--- src/rtl/exc_vector_seq.sv ---
// rtl/exc_vector_seq.sv - exception-entry sequencer; optional sticky cause register under EXC_CAUSE_REG_EN
module exc_vector_seq #(
    parameter int unsigned MEM_LAT    = 1,
    parameter logic [31:0] EPC_OFFSET = 32'd4
) (
    input  logic        clk,
    input  logic        reset,
    input  logic        exc_opcode,
    input  logic        exc_overflow,
    input  logic        exc_div0,
    input  logic [31:0] pc_in,
    input  logic [31:0] mem_data_in,
    output logic [2:0]  iord_out,
    output logic        iord_valid,
    output logic        mem_read,
    output logic        epc_write,
    output logic [31:0] epc_data,
    output logic        pc_write,
    output logic [31:0] pc_next,
    output logic        busy,
    output logic        done
`ifdef EXC_CAUSE_REG_EN
    ,
    input  logic        cause_clr,
    output logic [2:0]  cause_reg
`endif
);

    typedef enum logic [1:0] {
        ST_IDLE  = 2'd0,
        ST_SAVE  = 2'd1,
        ST_FETCH = 2'd2,
        ST_JUMP  = 2'd3
    } state_t;

    localparam logic [2:0] LAT       = MEM_LAT[2:0];
    localparam logic [2:0] CODE_OPC  = 3'b010;
    localparam logic [2:0] CODE_OVF  = 3'b011;
    localparam logic [2:0] CODE_DIV0 = 3'b100;

    state_t      state_q, state_d;
    logic [2:0]  cause_q, cause_d;
    logic [2:0]  cnt_q, cnt_d;
    logic [31:0] epc_q, epc_d;
    logic [31:0] pc_next_q, pc_next_d;
    logic        req_any;

    assign req_any = exc_opcode | exc_overflow | exc_div0;

    // State and datapath registers; reset returns to IDLE with everything cleared
    always_ff @(posedge clk) begin
        if (reset) begin
            state_q   <= ST_IDLE;
            cause_q   <= 3'b000;
            cnt_q     <= 3'd0;
            epc_q     <= 32'd0;
            pc_next_q <= 32'd0;
        end else begin
            state_q   <= state_d;
            cause_q   <= cause_d;
            cnt_q     <= cnt_d;
            epc_q     <= epc_d;
            pc_next_q <= pc_next_d;
        end
    end

    // Next-state and strobe decode; requests are only looked at in IDLE
    always_comb begin
        state_d    = state_q;
        cause_d    = cause_q;
        cnt_d      = cnt_q;
        epc_d      = epc_q;
        pc_next_d  = pc_next_q;
        iord_out   = 3'b000;
        iord_valid = 1'b0;
        mem_read   = 1'b0;
        epc_write  = 1'b0;
        pc_write   = 1'b0;
        done       = 1'b0;
        case (state_q)
            ST_IDLE: begin
                if (req_any) begin
                    if (exc_opcode)        cause_d = CODE_OPC;
                    else if (exc_overflow) cause_d = CODE_OVF;
                    else                   cause_d = CODE_DIV0;
                    epc_d   = pc_in - EPC_OFFSET;
                    state_d = ST_SAVE;
                end
            end
            ST_SAVE: begin
                epc_write = 1'b1;
                cnt_d     = 3'd0;
                state_d   = ST_FETCH;
            end
            ST_FETCH: begin
                iord_valid = 1'b1;
                mem_read   = 1'b1;
                iord_out   = cause_q;
                if (cnt_q == LAT) begin
                    pc_next_d = {24'b0, mem_data_in[7:0]};
                    state_d   = ST_JUMP;
                end else begin
                    cnt_d = cnt_q + 3'd1;
                end
            end
            ST_JUMP: begin
                pc_write = 1'b1;
                done     = 1'b1;
                state_d  = ST_IDLE;
            end
            default: begin
                state_d = ST_IDLE;
            end
        endcase
    end

    assign busy     = (state_q != ST_IDLE);
    assign epc_data = epc_q;
    assign pc_next  = pc_next_q;

`ifdef EXC_CAUSE_REG_EN
    logic [2:0] cause_reg_q, cause_reg_d;
    logic [2:0] cause_set;

    // One-hot sticky cause; a set on the same edge as a clear survives
    always_comb begin
        cause_set = 3'b000;
        if (state_q == ST_IDLE && req_any) begin
            if (exc_opcode)        cause_set = 3'b001;
            else if (exc_overflow) cause_set = 3'b010;
            else                   cause_set = 3'b100;
        end
        cause_reg_d = (cause_clr ? 3'b000 : cause_reg_q) | cause_set;
    end

    // Cause register storage
    always_ff @(posedge clk) begin
        if (reset) cause_reg_q <= 3'b000;
        else       cause_reg_q <= cause_reg_d;
    end

    assign cause_reg = cause_reg_q;
`endif

endmodule

--- config.mk ---
export PLATFORM = sky130hd
export DESIGN_NAME = exc_vector_seq
export DESIGN_NICKNAME = d
export VERILOG_FILES = /design/src/rtl/exc_vector_seq.sv
export SDC_FILE = /design/constraint.sdc
export NUM_CORES = 1
export LEC_CHECK = 0
export ABC_AREA = 1
export ABC_CLOCK_PERIOD_IN_PS = 1600
export BUFFER_PORTS_ARGS = -buffer_cell sky130_fd_sc_hd__buf_2
export CAP_MARGIN = 40
export CELL_PAD_IN_SITES_DETAIL_PLACEMENT = 1
export CELL_PAD_IN_SITES_GLOBAL_PLACEMENT = 1
export CORE_AREA = 2 2 113 115
export DETAILED_ROUTE_END_ITERATION = 12
export DIE_AREA = 0 0 115 117
export GPL_ROUTABILITY_DRIVEN = 0
export PLACE_DENSITY_LB_ADDON = 0.1
export SLEW_MARGIN = 0
export SYNTH_ARGS = -nofsm -noshare
export SYNTH_HDL_FRONTEND = slang
export SYNTH_SLANG_ARGS = --single-unit
--- constraint.sdc ---
create_clock -name clk -period 1.6 [get_ports clk]
set_input_delay 0.08 -clock clk [delete_from_list [all_inputs] [get_ports clk]]
set_output_delay 0.08 -clock clk [all_outputs]
set_load 0.005 [all_outputs]
==> summary.md <==
| Metric | Value |
|---|---|
| Hold endpoint | pc_next[7] |
| DR WL/cell | 13.2 um |
| Sequential fraction of design power | 0.353 |
| Die Height | 117 um |
| Largest net degree at the start of global routing | 29 |
| Fraction of layout cells with a size suffix above 1 | 0.255 |
| Clk buf depth | 2 |
| Leakage power | 2.02 nW |
| CP Launch Type | register |
| Most frequent cells in the layout | nor2_1, buf_2, nand2_1 |
| Hpwl dp | 7.49 mm |
| Detailed Route WL | 9.24 mm |
| Clock latency on the worst-skew pair | 300 ps |
| Hold Path Origin | mem_data_in[7] |
| Hold Slack | 5.39 ps |
| Yosys warning count | 0 |
| Initial DRT Pass Iterations | 4 |
| Fillers | 1602 |
| Gr usage total | 0.145 |
| Rows | 41 |
| RSZ-0062 raised after global routing | no |
| Period utilization | 0.894 |
| Clock sinks | 48 |
| WS Path Type | reg -> reg |
| Minimum clock period | 1430 ps |
| Area of the multi-input gates | 1620 sq um |
| TritonCTS buffer count | 5 |
| Vias | 2991 |
| CP arrival | 1630 ps |
| Worst min path class | in -> reg |
| Register area share after synthesis | 0.322 |
| Post-route ant nets | 0 |
| Initial Util | 0.242 |
| TritonCTS clock tree | done |
| Hold path depth | 3 |
| Maximum clock frequency | 699 MHz |
| First-pass GRT wire length | 14.9 mm |
| Comb pwr share | 0.422 |
| Antenna cells | 0 |
| DP Area | 3550 sq um |
| Fin. max-slew vios | 0 |
| Final hold vios | 0 |
| Status | finished clean |
| Post-synthesis compound-gate area fraction | 0.123 |
| FF-to-FF Start | state_q[0] |
| Root buffer cell | clkbuf_16 |
| CP max FO | 21 |
| Placeable core area | 12300 sq um |
| Fin worst setup slack | 169 ps |
| CTS H-tree depth | 2 |
| Mapped Area | 2980 sq um |
| Final-stage net count | 625 |
| Non-Filler Cell Area, Final | 3730 sq um |
| Reg-to-reg setup timing slack | 170 ps |
| Die area | 13500 sq um |
| Main combinational cell family by area after synthesis | simple AND/OR/NAND/NOR gates |
| Register Area | 961 sq um |
| Number of max-cap violations | 0 |
| Fin Clk Skew | 5.77 ps |
| Initial antenna violation count | 0 |
| Worst vdd ir | 0.000432 V |
| Clock transition at path regs | 70 ps |
| Port bufs | 93 |
| Data required, critical path | 1790 ps |
| Commonest non-fill, non-tap cell in the layout | nor2_1 |
| R2R Path End | epc_data[9] |
| Internal Power | 3.03 mW |
| Switching part of the total | 0.382 |
| DP Worst Slack | 35.1 ps |
| Post-synthesis mux area share | 0 |
| DRT iter0 DRCs | 52 |
| Vias per inst | 4.27 |
| Xor/xnor share of the synthesized area | 0.0294 |
| Syn Inst Count | 453 |
| DRC violations left | 0 |
| Syn_area_per_cell | 6.58 sq um |
| Switching pwr | 1.87 mW |
| # setup viols final | 0 |
| Synth cell types | 33 |
| Adder-cell share of the synthesized area | 0.0294 |
| Yosys reg bits | 48 |
| Nature of the critical path endpoint | register |
| Num ports | 142 |
| Area delta synth->final | 25.2% |
| Reg2reg path depth | 8 |
| Horiz. Die Dim | 115 um |
| Pwr dens | 1310 nW/um^2 |
| Post-Synth Simple-Gate Area | 0.330 |
| Gr ovfl total | 0 |
| Part of the power in the clock network | 0.225 |
| Setup TNS | 0 ps |
| Vias in the first global route | 3112 |
## synthesized netlist by cell type
cell type   n  area, sq um
nor2_1     98          368
nand2_1    71          267
inv_1      62          233
dfxtp_1    48          961
o21ai_0    32          160
buf_4      27          203
nand3_1    20          100
a21oi_1    15         75.1
nor2_2     11         68.8
nand2_2     8         50.1
ha_1        7         87.6
o21ai_1     7         35.0
xor2_1      7         61.3
buf_2       5         25.0
o21bai_1    4         30.0
clkbuf_1    3         11.3
nand2_4     3         33.8
nand4_1     3         18.8
nor2_4      3         33.8
o211ai_1    3         22.5
xnor2_1     3         26.3
o21bai_2    2         22.5
a221oi_1    1         8.76
a31oi_1     1         6.26
clkbuf_2    1         5.00
clkinv_1    1         3.75
conb_1      1         3.75
inv_2       1         3.75
inv_4       1         6.26
nand3b_1    1         7.51
nor2_8      1         20.0
nor3_4      1         16.3
o22ai_1     1         6.26
## worst max-delay path by stage
stage / from / endpoint / slack [ps] / cells after the start
3_5_place_dp: state_q[0] / state_q[1] / 40 / 6
5_1_grt: state_q[0] / pc_next[4] / 20 / 7
3_3_place_gp: state_q[0] / pc_next[7] / 110 / 7
4_1_cts: state_q[0] / state_q[1] / 30 / 6
2_1_floorplan: state_q[0] / pc_next[0] / 170 / 7
6_report: state_q[0] / epc_data[9] / 170 / 8
## worst max-delay path, stage by stage, from the launching register on
cell and delay (ps):
dfxtp_1 330, inv_1 100, ha_1 190, nand2_2 80, inv_4 180, buf_12 190, nand3_1 100, o211ai_1 90
inv_1 50
## metrics by stage
step,std cells,util,power (mW)
finish,700,0.303,4.90
global route,700,0.303,5.39
CTS,700,0.303,5.01
detailed placement,689,0.288,3.86
global placement,689,0.288,3.83
floorplan,476,-,3.00
## metal layers
layer	track usage	wire length [um]	vias to the layer above
met4	0.0691	226	0
met5	0	0	-
li1	-	-	1537
met2	0.255	4450	74
met1	0.163	4000	1368
met3	0.0381	562	12
## power groups by stage
stage / Combinational [mW] / Sequential [mW] / Clock (mW)
2_1_floorplan: 1.22 / 1.77 / 0
3_3_place_gp: 2.08 / 1.75 / 0
3_5_place_dp: 2.10 / 1.76 / 0
4_1_cts: 2.12 / 1.74 / 1.16
5_1_grt: 2.41 / 1.78 / 1.19
6_report: 2.06 / 1.73 / 1.10
## kinds of logic after synthesis
kind of cell,count (synthesis)
simple gates,220
buf+inv,101
fa+ha+maj,7
flops,48
compound gates,66
other cells,1
xor+xnor,10
## registers in the layout, indices dropped and copies added, names as in the netlist
name / count
state_q: 2
cause_q: 3
cnt_q: 3
epc_data: 32
pc_next: 8
## area by class of cell
cell class | instances | area share
timing repair buffer | 102 | 0.152
clock buffer | 7 | 0.0382
clock inverter | 1 | 0.00201
multi-input combinational | 327 | 0.434
inverter | 65 | 0.0660
tap | 150 | 0.0503
sequential | 48 | 0.257
## what timing repair did
action / 4_1_cts / 5_1_grt
hold buffers: 3 / 0
hold endpoints to repair: 3 / 0
endpoints found under the setup margin: 0 / 12
gates resized for setup: 0 / 4
setup buffers: 0 / 0
Power figures use the tool's default switching activity.
